==> src/rtl/store_commit_queue.sv <==
// In-order store buffer: stores enqueue at issue, commit in program order on
// retire packets, and drain oldest-first to the data-memory interface.
module store_commit_queue #(
  parameter int unsigned DEPTH  = 4,
  parameter int unsigned ID_W   = 3,
  parameter int unsigned ADDR_W = 32,
  parameter int unsigned DATA_W = 32
) (
  input  logic                        clk,
  input  logic                        rst,
  input  logic                        enq_valid,
  output logic                        enq_ready,
  input  logic [ID_W-1:0]             enq_id,
  input  logic [ADDR_W-1:0]           enq_addr,
  input  logic [DATA_W-1:0]           enq_data,
  input  logic [DATA_W/8-1:0]         enq_be,
  input  logic                        store_retire_valid,
  input  logic [ID_W-1:0]             store_retire_id,
  output logic                        mem_valid,
  input  logic                        mem_ready,
  output logic [ADDR_W-1:0]           mem_addr,
  output logic [DATA_W-1:0]           mem_data,
  output logic [DATA_W/8-1:0]         mem_be,
  output logic [$clog2(DEPTH):0]      occupancy,
  output logic [$clog2(DEPTH):0]      committed_pending,
  output logic                        empty,
  output logic                        protocol_error
);

  localparam int unsigned PTR_W = $clog2(DEPTH);
  localparam int unsigned BE_W  = DATA_W / 8;
  localparam logic [PTR_W:0] PTR_ONE = {{PTR_W{1'b0}}, 1'b1};

  logic [ID_W-1:0]   id_mem   [DEPTH];
  logic [ADDR_W-1:0] addr_mem [DEPTH];
  logic [DATA_W-1:0] data_mem [DEPTH];
  logic [BE_W-1:0]   be_mem   [DEPTH];

  // Pointers carry an extra wrap bit so full and empty are distinguishable.
  logic [PTR_W:0] head;
  logic [PTR_W:0] commit;
  logic [PTR_W:0] tail;

  logic full;
  logic enq_fire;
  logic drain_fire;
  logic commit_ok;
  logic retire_bad;

  always_comb begin
    full       = (tail[PTR_W-1:0] == head[PTR_W-1:0]) && (tail[PTR_W] != head[PTR_W]);
    enq_ready  = ~full;
    enq_fire   = enq_valid & enq_ready;
    mem_valid  = (commit != head);
    drain_fire = mem_valid & mem_ready;
    // A same-cycle enqueue is not yet visible here, so retiring it is an error.
    commit_ok  = store_retire_valid && (commit != tail) &&
                 (store_retire_id == id_mem[commit[PTR_W-1:0]]);
    retire_bad = store_retire_valid & ~commit_ok;
  end

  always_comb begin
    mem_addr          = addr_mem[head[PTR_W-1:0]];
    mem_data          = data_mem[head[PTR_W-1:0]];
    mem_be            = be_mem[head[PTR_W-1:0]];
    occupancy         = tail - head;
    committed_pending = commit - head;
    empty             = (tail == head);
  end

  always_ff @(posedge clk) begin
    if (enq_fire) begin
      id_mem[tail[PTR_W-1:0]]   <= enq_id;
      addr_mem[tail[PTR_W-1:0]] <= enq_addr;
      data_mem[tail[PTR_W-1:0]] <= enq_data;
      be_mem[tail[PTR_W-1:0]]   <= enq_be;
    end
  end

  always_ff @(posedge clk) begin
    if (rst) begin
      head           <= '0;
      commit         <= '0;
      tail           <= '0;
      protocol_error <= 1'b0;
    end else begin
      if (enq_fire)   tail   <= tail + PTR_ONE;
      if (commit_ok)  commit <= commit + PTR_ONE;
      if (drain_fire) head   <= head + PTR_ONE;
      if (retire_bad) protocol_error <= 1'b1;
    end
  end

endmodule
==> config.mk <==
export PLATFORM = sky130hd
export DESIGN_NAME = store_commit_queue
export DESIGN_NICKNAME = d
export VERILOG_FILES = /design/src/rtl/store_commit_queue.sv
export SDC_FILE = /design/constraint.sdc
export NUM_CORES = 1
export LEC_CHECK = 0
export ABC_AREA = 0
export CAP_MARGIN = 10
export CORE_ASPECT_RATIO = 1.2
export CORE_MARGIN = 1
export CORE_UTILIZATION = 45
export DETAILED_ROUTE_END_ITERATION = 7
export PLACE_DENSITY = 0.65
export SLEW_MARGIN = 20
export SYNTH_ARGS = -nofsm -noshare
export SYNTH_HDL_FRONTEND = slang
export SYNTH_SLANG_ARGS = --single-unit
==> constraint.sdc <==
create_clock -name clk -period 5.9 [get_ports clk]
set_clock_uncertainty 0.1 [all_clocks]
set_input_delay 0.885 -clock clk [delete_from_list [all_inputs] [get_ports clk]]
set_output_delay 0.885 -clock clk [all_outputs]
set_load 0.03 [all_outputs]
# Word-level counts from Yosys, hierarchy flattened
# Memory sizes are Yosys's and may differ from the RTL's. A register that Yosys moved wholly into a read port is not among the register bits.
# Index checks and enable logic that the tools add are counted.
# totals
ram_bits,284
output_inout_bits,78
latch_bits,0
register_bits,10
wordCells,37
input_bits,79
n_memories,4
rom_bits,0
# op_classes
n_mul,0
shifts,0
n_mux,10
n_div,0
n_addsub,5
reduce_logical,3
n_bitwise,5
magnitude_cmp,0
eq_ne,6
# mem_list
memory,words,width,read_ports,rd_ports_with_merged_regs,write_ports,line_no,rtl
addr_mem,4,32,1,1,1,35,logic [ADDR_W-1:0] addr_mem [DEPTH];
data_mem,4,32,1,1,1,36,logic [DATA_W-1:0] data_mem [DEPTH];
be_mem,4,4,1,1,1,37,logic [BE_W-1:0] be_mem [DEPTH];
id_mem,4,3,1,1,1,34,logic [ID_W-1:0] id_mem [DEPTH];
# op_table
cell,count
2-bit 2-to-1 mux,8
3-bit by 1-bit adder with 3-bit output (second input constant),3
3-bit equality test,2
3-bit inequality test,2
3-bit subtractor,2
1-bit AND,3
1-bit logical AND,3
2-bit equality test,1
1-bit 2-to-1 mux,2
1-bit inverter,2
1-bit inequality test,1

# Depth between registers and ports, before layout
# Gate-level depths: netlist (run 1).
# logic_depth
word_depth,6
ltp_mapped,6
depth_no_buf,6

# Worst setup path after synthesis (run 1)
# No wires, ideal clock.
# synth_path
path_kind,flip-flop to flip-flop
start,register head[1]
end,memory addr_mem[0][0] (enable)
stages_incl_launch_ff,6
path_buffers,0
arrival_ps,2775
setup_slack_ps,2588
required_ps,5363
setup_time_ps,437
period_less_slack_ps,3312
path_cell_list,dfxtp_1 -> inv_1 -> ha_1 -> nand2_1 -> o21a_1 -> and2_1
# synth_via
elab_chain_len,6
# synth_lines
element,line_no,rtl
from (decl),40,logic [PTR_W:0] head;
from (signal assigned),89,if (drain_fire) head <= head + PTR_ONE;
2-bit equality test,51,full = (tail[PTR_W-1:0] == head[PTR_W-1:0]) && (tail[PTR_W] != head[PTR_W]);
1-bit logical AND,51,
1-bit inverter,52,enq_ready = ~full;
1-bit AND,53,enq_fire = enq_valid & enq_ready;
1-bit 2-to-1 mux,72,if (enq_fire) begin
1-bit 2-to-1 mux (implied by the code),74,addr_mem[tail[PTR_W-1:0]] <= enq_addr;
to (decl),35,
# No other way between the ends.

==> results.sh, run 1 <==
export IMPL_status="finished clean"
export IMPL_final_area_um2=14000
export IMPL_grt_pass1_vias=5608
export IMPL_viasPerCell=5.15
export IMPL_muxShareOfSynthArea=0.151
export IMPL_ios=157
export IMPL_grt_total_usage=0.163
export IMPL_gp_congestion=0.761
export IMPL_worstSkewPairLatency_ns=0.53
export IMPL_dr_wl_met3_mm=1.50
export IMPL_netlist_instances=461
export IMPL_max_slew_margin_rel=0.304
export IMPL_die_w_um=145
export IMPL_synth_simple_area_share=0.0121
export IMPL_finalHoldViolations=0
export IMPL_p_leak_uw=0.00453
export IMPL_initialDrtViolationCount=217
export IMPL_clk_pin_slew_ns=0.06
export IMPL_antenna_cells=0
export IMPL_drc_errors=0
export IMPL_synthesis_area_um2=11100
export IMPL_tightest_slew_ns=1.04
export IMPL_worstPathRequired_ns=4.91
export IMPL_min_period_ns=3.99
export IMPL_synth_edf_count=284
export IMPL_synth_compound_area_frac=0.00452
export IMPL_rsz0062_at_grt="no"
export IMPL_hold_path_class="reg -> reg"
export IMPL_powerDensity_nw_per_um2=342
export IMPL_synthFlopType="edfxtp_1"
export IMPL_maxSlewViolCount=0
export IMPL_dieHeight_um=174
export IMPL_setup_viol=0
export IMPL_post_route_period_util=0.676
export IMPL_cp_data_arrival_time_ns=3.01
export IMPL_firstDrtPassIters=4
export IMPL_core_um2=24000
export IMPL_drive_gt1_frac=0.198
export IMPL_total_power_uw=4810
export IMPL_num_nets_final=728
export IMPL_synth_cell_type_count=30
export IMPL_wl_per_cell_um=20.2
export IMPL_yosysSeqAreaShare=0.796
export IMPL_ctsResizeCount=0
export IMPL_ctsRootBufferMaster="clkbuf_16"
export IMPL_synth_common_cells="edfxtp_1 (284), mux4_2 (70), dfxtp_1 (14)"
export IMPL_dp_hpwl_mm=12.2
export IMPL_synth_top_family_by_area="multiplexers"
export IMPL_grt_antenna_before_repair=0
export IMPL_highest_layer="met4"
export IMPL_routed_wirelength_mm=19.8
export IMPL_synth_top_cell_area_share=0.770
export IMPL_syn2layout_area_growth_pct=26.9
export IMPL_ys_ff_latch=298
export IMPL_htreeDepth=1
export IMPL_ant_nets=0
export IMPL_max_vdd_ir_drop_v=0.000255
export IMPL_synth_async_reset_ratio=0
export IMPL_critPathKind="reg -> out"
export IMPL_cts_buffer_depth=3
export IMPL_clock_fmax_mhz=251
export IMPL_cap_viol_max_count=0
export IMPL_avgSynthCellArea_um2=24.0
export IMPL_n_fill_cell=1762
export IMPL_place_area_um2=13100
export IMPL_ctsHoldBuffers=0
export IMPL_end_kind="primary output"
export IMPL_overflow=0
export IMPL_grt_start_max_net_pins=69
export IMPL_startpoint_type="flip-flop"
export IMPL_fin_tns_setup_ns=0
export IMPL_m1WireLength_mm=7.96
export IMPL_critPathBufInv=2
export IMPL_grt_pass1_wl_mm=31.5
export IMPL_wl_met2_mm=10.1
export IMPL_slowest_delay_ns=0.83
export IMPL_cts_made_buffers=29
export IMPL_synth_area_leader_cell="edfxtp_1"
export IMPL_cts_tree="built"
export IMPL_dieArea_um2=25200
export IMPL_synth_fa_ha_area_frac=0.0149
export IMPL_synth_xor_area_share=0.0119
export IMPL_synth_most_common_cell="edfxtp_1"
export IMPL_start_util=0.460
export IMPL_cp_max_fo=35
export IMPL_cts_sinks=298
export IMPL_post_cts_buffers=0
export IMPL_portBuffers=156
export IMPL_num_rows=62
export IMPL_synth_area_top_cells="edfxtp_1 (77%), mux4_2 (14%), dfxtp_1 (2.5%)"
export IMPL_worstPathCellList="buf_4, mux4_2, clkdlybuf4s50_1"
export IMPL_yosysWarnings=0
export IMPL_slowest_stage="dfxtp_4"
export IMPL_path_delay_family="buffers and inverters"
export IMPL_vias=5051
export IMPL_syn_num_nets=552
per-stage QoR:
step	hold slack (ns)	util	std cells	setup slack, ns
after CTS	0.379	0.584	980	1.77
after global routing	0.424	0.584	980	1.68
after floorplan	0.419	-	461	2.59
after detailed placement	0.369	0.544	926	2.35
after global placement	0.360	0.540	923	2.35
final	0.378	0.584	980	1.91
final timing paths:
check,startpoint,endpoint,slack [ns],cells past startpoint
setup / recovery,flip-flop,mem_data[3],1.91,3
hold reg to reg,protocol_error,protocol_error,0.38,2
setup reg to reg,tail[0],addr_mem[3][11],2.83,6
hold / removal,protocol_error,protocol_error,0.38,2
layout make-up:
cell class              instances  area, um^2  share of cell area
multi-input cells             135        2150               0.153
flip-flops and latches        298        8820               0.628
repair buffers                162        1670               0.119
well taps                     320         400              0.0285
clock buffers                  34         744              0.0530
clock inverters                20         219              0.0156
inverters                      11        42.5             0.00303
registers in the layout, indices dropped and copies added, names as in the netlist, named ones only:
| signal | cells |
|---|---|
| addr_mem | 128 |
| be_mem | 16 |
| commit | 3 |
| data_mem | 128 |
| head | 3 |
| id_mem | 12 |
| protocol_error | 1 |
| tail | 3 |
cell usage in the layout, fill, tap and decap left out, types with 6 or more instances in the layout:
cell type | Yosys | final
edfxtp_1 | 284 | 284
mux4_2 | 70 | 70
dfxtp_1 | 14 | 12
clkinv_2 | 0 | 6
clkdlybuf4s50_1 | 0 | 156
xor2_1 | 10 | 10
ha_1 | 10 | 10
nor2_1 | 10 | 10
clkbuf_16 | 0 | 29
inv_1 | 11 | 10
routing by layer:
metal / track usage / up-vias
met5: 0 / -
met4: 0.0408 / 0
met2: 0.283 / 150
li1: - / 2281
met1: 0.200 / 2596
met3: 0.0487 / 24
kinds of logic after synthesis:
family,count (synthesis)
fa+ha+maj,12
flops,298
mux,77
xor+xnor,15
simple gates,24
buf+inv,28
compound gates,7
tightest hold or removal path, delay by kind of cell, from the launching register on:
kind                   cells  cell delay [ns]
AO/OA/AOI/OAI              1             0.07
buffers and inverters      1             0.05
flip-flops                 1             0.31
where the power goes:
group	switching, uW	internal, uW	total [uW]
logic	278	236	514
registers	32.7	2420	2460
clock network	750	1080	1830
total	1060	3750	4810
(Power assumes the default switching activity.)
==> inputs of run 2 (changes only) <==
Settings changed: PLACE_DENSITY 0.65 to 0.67.
Clock period 5.9 ns to 3.35 ns, I/O delays scaled along.
==> run 2 against run 1 <==
  * Largest cell class unchanged
  * Clock-buffer cell count grew 1
  * Global-route usage is 0.37 points higher
  * Worst setup slack worse by 1.7 ns
  * Combinational power up 81%
  * Routed wire length up 2.4%
==> results.sh, run 2 (same netlist as run 1, synthesis figures left out) <==
export IMPL_cap_viol_max_count=0
export IMPL_place_area_um2=13200
export IMPL_whs_endpoint="protocol_error"
export IMPL_end_kind="primary output"
export IMPL_routed_wirelength_mm=20.3
export IMPL_post_route_period_util=0.930
export IMPL_cts_sinks=298
export IMPL_start_util=0.460
export IMPL_vias=5125
export IMPL_fin_tns_setup_ns=0
export IMPL_r2r_end="data_mem[1][12]"
export IMPL_num_nets_final=735
export IMPL_cts_buffer_depth=3
export IMPL_max_vdd_ir_drop_v=0.000469
export IMPL_total_power_uw=8430
export IMPL_maxSlewViolCount=0
export IMPL_viasPerCell=5.20
export IMPL_num_rows=62
export IMPL_hp_start="protocol_error"
export IMPL_die_w_um=145
export IMPL_min_period_ns=3.11
export IMPL_internal_power_uw=6590
export IMPL_antenna_cells=0
export IMPL_critPathBufInv=2
export IMPL_worstPathCellList="inv_1, ha_1, fa_1, xnor2_1, clkdlybuf4s50_1"
export IMPL_grt_pass1_wl_mm=32.0
export IMPL_power_frac_seq=0.512
export IMPL_grt_start_max_net_pins=72
export IMPL_drive_gt1_frac=0.200
export IMPL_setup_viol=0
export IMPL_p_leak_uw=0.00456
export IMPL_startpoint_type="flip-flop"
export IMPL_dp_cells=933
export IMPL_worstSkewPairLatency_ns=0.53
export IMPL_clock_fmax_mhz=321
export IMPL_n_fill_cell=1749
export IMPL_cts_made_buffers=29
export IMPL_wl_per_cell_um=20.6
export IMPL_dp_hpwl_mm=12.6
export IMPL_dieArea_um2=25200
export IMPL_pwr_share_clk=0.378
export IMPL_ctsHoldBuffers=0
export IMPL_post_cts_buffers=0
export IMPL_ios=157
export IMPL_hold_depth=2
export IMPL_portBuffers=156
export IMPL_status="finished clean"
export IMPL_r2r_cells=6
export IMPL_drc_errors=0
export IMPL_ctsResizeCount=0
export IMPL_swShare=0.219
export IMPL_htreeDepth=1
export IMPL_power_share_combinational=0.110
export IMPL_final_cell_mix="edfxtp_1 (284), clkdlybuf4s50_1 (156), mux4_2 (70)"
export IMPL_initialDrtViolationCount=218
export IMPL_gp_congestion=0.738
export IMPL_cp_max_fo=5
export IMPL_finalHoldViolations=0
export IMPL_syn2layout_area_growth_pct=27.4
export IMPL_cp_data_arrival_time_ns=2.51
export IMPL_regToRegSetupSlack_ns=0.90
export IMPL_max_slew_margin_rel=0.662
export IMPL_core_um2=24000
export IMPL_hold_worst_slack_ns=0.372
export IMPL_final_cells=986
export IMPL_grt_total_usage=0.166
export IMPL_worstPathRequired_ns=2.75
export IMPL_ant_nets=0
export IMPL_powerDensity_nw_per_um2=598
export IMPL_p_sw_uw=1840
export IMPL_dieHeight_um=174
export IMPL_r2r_start="head[1]"
export IMPL_final_area_um2=14100
export IMPL_tightest_slew_ns=0.506
export IMPL_slowest_delay_ns=0.68
export IMPL_layout_commonest_cell="edfxtp_1"
export IMPL_hold_path_class="reg -> reg"
export IMPL_grt_antenna_before_repair=1
export IMPL_rsz0062_at_grt="no"
export IMPL_clk_pin_slew_ns=0.06
export IMPL_path_delay_family="buffers and inverters"
export IMPL_cts_tree="built"
export IMPL_firstDrtPassIters=4
export IMPL_ctsRootBufferMaster="clkbuf_16"
export IMPL_critPathKind="reg -> out"
export IMPL_grt_pass1_vias=5630
export IMPL_slowest_stage="clkdlybuf4s50_1"
export IMPL_overflow=0
run 2: per-stage QoR:
step                      utilization  setup WS (ns)
final                           0.586          0.236
after global routing            0.586         0.0801
after CTS                       0.586          0.173
after detailed placement        0.547          0.749
after global placement          0.547          0.765
after floorplan                     -         0.0379
run 2: worst max path at each step:
stage	end	slack [ns]	depth (start not counted)	from
final	occupancy[2]	0.24	5	tail[0]
after global routing	occupancy[2]	0.08	5	tail[0]
after CTS	mem_data[7]	0.17	3	flip-flop
after detailed placement	mem_data[7]	0.75	3	flip-flop
after global placement	mem_data[7]	0.77	3	flip-flop
after floorplan	addr_mem[0][0]	0.04	5	head[1]
run 2: tightest hold or removal path, delay by kind of cell, from the launching register on:
family,cells,cell delay (ns)
AO/OA/AOI/OAI,1,0.07
buffers and inverters,1,0.05
flip-flops,1,0.31
run 2: cell type report:
cell class / instances / area [um^2] / area share
sequential: 298 / 8820 / 0.625
clock buffer: 35 / 748 / 0.0531
tap: 320 / 400 / 0.0284
timing repair buffer: 169 / 1750 / 0.124
multi-input combinational: 135 / 2150 / 0.153
clock inverter: 18 / 191 / 0.0136
inverter: 11 / 42.5 / 0.00302
run 2: power by group through the flow:
stage | Combinational [uW] | Sequential [uW] | Clock, uW
finish | 929 | 4310 | 3180
global route | 986 | 4330 | 3400
CTS | 948 | 4320 | 3270
detailed placement | 943 | 4400 | 0
global placement | 932 | 4380 | 0
floorplan | 492 | 4390 | 0
run 2: metal layers:
layer / wire length, um / up-vias / track usage
li1: - / 2294 / -
met5: 17 / - / 0
met3: 1590 / 29 / 0.0489
met1: 8100 / 2647 / 0.207
met4: 278 / 2 / 0.0368
met2: 10300 / 153 / 0.288
==> inputs of run 3 (changes only) <==
Settings changed: CORE_MARGIN 1 to unset.
==> results of run 3 <==
Same layout as run 2: the final DEF is identical, and so are final timing and power.
